## src/rtl/qdec_cabac_dec_arb_rr_pick.sv

```systemverilog
// ---------------------------------------------------------------------------
// qdec_rr_pick
//   Combinational round-robin picker. Scans i_req starting one above i_ptr
//   (with wrap) and returns the first set bit.
//   i_req   : request vector
//   i_ptr   : index of the previous winner
//   o_grant : one-hot winner (0 when nothing requested)
//   o_idx   : index of the winner
//   o_any   : at least one request present
// ---------------------------------------------------------------------------
module qdec_rr_pick #(
    parameter int N     = 6,
    parameter int IDX_W = 3
) (
    input  logic [N-1:0]     i_req,
    input  logic [IDX_W-1:0] i_ptr,
    output logic [N-1:0]     o_grant,
    output logic [IDX_W-1:0] o_idx,
    output logic             o_any
);

    always_comb begin
        int w_idx;
        w_idx   = 0;
        o_grant = '0;
        o_idx   = '0;
        o_any   = 1'b0;
        for (int k = 1; k <= N; k++) begin
            w_idx = (int'(i_ptr) + k) % N;
            if (!o_any && i_req[w_idx]) begin
                o_any          = 1'b1;
                o_grant[w_idx] = 1'b1;
                o_idx          = IDX_W'(w_idx);
            end
        end
    end

endmodule

```

## config.mk

```make
export PLATFORM = sky130hd
export DESIGN_NAME = qdec_rr_pick
export DESIGN_NICKNAME = d
export VERILOG_FILES = /design/src/rtl/qdec_cabac_dec_arb_rr_pick.sv
export SDC_FILE = /design/constraint.sdc
export NUM_CORES = 1
export LEC_CHECK = 0
export ABC_CLOCK_PERIOD_IN_PS = 7550
export CAP_MARGIN = 10
export CORE_UTILIZATION = 45
export DETAILED_ROUTE_END_ITERATION = 8
export GPL_TIMING_DRIVEN = 1
export PLACE_DENSITY = 0.66
export SLEW_MARGIN = 20
export SYNTH_ARGS = -nofsm -noshare
export SYNTH_HDL_FRONTEND = slang
export SYNTH_SLANG_ARGS = --single-unit
export TNS_END_PERCENT = 10
```

## constraint.sdc

```tcl
create_clock -name vclk -period 7.55
set_clock_uncertainty 0.05 [all_clocks]
set_input_delay 1.1325 -clock vclk [all_inputs]
set_output_delay 1.1325 -clock vclk [all_outputs]
set_load 0.02 [all_outputs]
```

==> metrics.md <==
| Metric | Value |
|---|---|
| Status | complete, no violations |
| Final Max Slew Viols | 0 |
| Total power draw | 0.1951 mW |
| Post-CTS setup buffers | 0 |
| Synth Warn # | 0 |
| CP Cell Sequence | clkdlybuf4s50_1 > inv_1 > ha_1 > a21oi_2 > inv_1 > ha_1 > nand2b_1 > nor3_1 > o21ai_0 > and2_0 > a211oi_2 > a2111oi_0 > a31oi_1 > clkdlybuf4s50_1 |
| Mapped Cells | 235 |
| CP endpoint kind | output port |
| Place WS | 731.2 ps |
| Antenna viol nets, final | 0 |
| Peak fanout along the critical path | 14 |
| Number of port buffers | 19 |
| Die area | around 3900 sq um |
| RSZ-0062 raised after global routing | no |
| Syn Nets | 265 |
| Fin Setup TNS | 0 ps |
| Io pins | 19 |
| DRT iter0 DRCs | 142 |
| Initial antenna violation count | 0 |
| Seq/Total Area, Yosys | 0 |
| Num rows | 21 |
| Post-CTS Hold Buffers | 0 |
| DP HPWL | 3.714 mm |
| Sequential cell count | 0 |
| Worst slew pin tran | 783.9 ps |
| Achievable Freq | 145.1 MHz |
| PD cells | 104.1 nW/um^2 |
| Die Span Y | 62.77 microns |
| Final #Nets | 279 |
| Max Cap Viol | 0 |
| Worst VDD drop | 84.89 uV |
| Vias/cell | 6.256 |
| Setup violators final | 0 |
| Layout area overhead | 12.80% |
| CP Launch Type | input port |
| Vias in the first global route | 1645 |
| Initial Util | 0.4827 |
| Post-synth design cell area | approximately 1700 sq um |
| Slowest Stage Delay on Critical Path | 680 ps |
| Routed via count | around 1800 |
| Reg area | 0 sq um |
| DRC | 0 |
| Die extent in x | around 63 microns |
| Hold_sp | i_ptr[0] |
| Fin cells | 293 |
| Slowest-stage cell, CP | a211oi_2 |
| Cells resized by post-CTS repair | 0 |
| DRT Pass-1 Iters | 4 |
| Placed cell count | 293 |
| Routed wire per std cell | 16.12 microns |
| Post-Route WL | ~4.7 mm |
| Clock period minus worst slack | 6890 ps |
| Total GRT Usage | 0.2447 |
| Layout cells sized above 1 | 0.08907 |
| Worst EP required | 6370 ps |
| Period utilization | 0.9126 |
| Worst EP arrival | 5710 ps |
| Overflow after GRT | 0 |
| Post-placement cell area | 1874 sq um |
| Final WS setup | around 660 ps |
| Post-route cell area | 1874 sq um |
| Largest net degree at the start of global routing | 26 |
| RD Place Congestion | 1.026 |
| Min-delay worst type | in -> out |
| Syn Area/Cell | around 7.1 sq um |
| First-pass GRT wire length | 7.928 mm |
| Setup CP Type | in -> out |
| CP delay by family, top | compound AO/OA/AOI/OAI gates |
| Yosys cell types | 64 |
| Crit path buf inv count | 4 |
| Clock buffers | 0 |
| Final Hold Viols | 0 |
| Antenna Diode Count | 0 |
| Critical Path Start | i_ptr[1] |
| Core Footprint | between 3000 and 4000 sq um |
| Leakage | 0.7242 nW |
| Worst relative slew slack | 0.4764 |
-- per-layer routing --
metal,GRT usage,vias up,wire [microns]
met5,0,-,0
met4,0.01453,0,0
met3,0,0,321
met2,0.4063,61,2178
met1,0.3672,841,2222
li1,-,931,-
-- power breakdown --
group | switching [mW] | internal (mW)
clock | 0 | 0
combinational | 0.116 | 0.0795
sequential | 0 | 0
total | 0.116 | 0.0795
-- through the flow --
| step | hold slack [ps] | utilization |
|---|---|---|
| 2_1_floorplan | 2650 | - |
| 3_3_place_gp | 3523 | 0.5445 |
| 3_5_place_dp | 3515 | 0.5445 |
| 4_1_cts | 3520 | 0.5445 |
| 5_1_grt | 3605 | 0.5445 |
| 6_report | 3521 | 0.5445 |
-- cells in the mapped netlist (all sizes together) (2+ instances only) --
master   instances  area, sq um
o21ai           15        75.07
a32oi            5        43.79
a221oi           2        17.52
inv             16        60.06
mux4             2        45.04
buf              8        53.80
o31ai            4        35.03
a2111oi          2        17.52
a211oi           4        35.03
o22ai            4        25.02
o211ai           2        28.78
and2             4        25.03
a21oi           11        70.07
nand3b           5        37.54
nand2b           3        18.77
a22oi            2        15.01
mux2             4        45.04
ha              21        262.8
nor2            23        86.33
xor2             2        32.53
nand3            6        30.03
and3             3        18.77
clkbuf           3        11.26
a311oi           3        26.28
and4             2        17.52
o21a             2        15.01
nand4            2        12.51
a31oi            8        50.05
nand2           18        67.56
mux2i           10        100.1
nor4             7        43.79
or3              2        12.51
nor3             8        45.04
nor2b            4        25.02
-- worst paths after layout --
path | endpoint | slack, ps | depth (start not counted)
setup / recovery | o_grant[3] | 660 | 14
hold / removal | o_grant[5] | 3520 | 4
-- layout by cell type, fill, tap and decap left out, types with 5 or more instances in the layout --
cell,synthesis,final
nor2_1,23,23
ha_1,21,21
clkdlybuf4s50_1,0,19
nand2_1,18,18
o21ai_0,14,14
inv_1,13,13
mux2i_1,10,10
a21oi_1,9,9
a31oi_1,8,8
nor3_1,7,7
nor4_1,7,7
nand3_1,6,6
nand3b_1,5,5
a32oi_1,5,5
-- cell families (layout without fill, tap and decap cells) --
group / count (synthesis) / count (layout) / share of synthesized area
AOI/OAI and AO/OA: 74 / 74 / 0.3283
xor gates and xnor gates: 3 / 3 / 0.02485
adders and majority gates: 21 / 21 / 0.1581
buffers and inverters: 28 / 40 / 0.07756
muxes: 16 / 16 / 0.1145
and+or+nand+nor: 93 / 93 / 0.2967
-- final cells by class --
class | instances | area, sq um
fill | 345 | 1568
inverter | 17 | 63.81
multi-input combinational | 207 | 1533
tap | 46 | 57.56
timing repair buffer | 23 | 220.2
No activity file was read; power rests on OpenSTA's default activity.
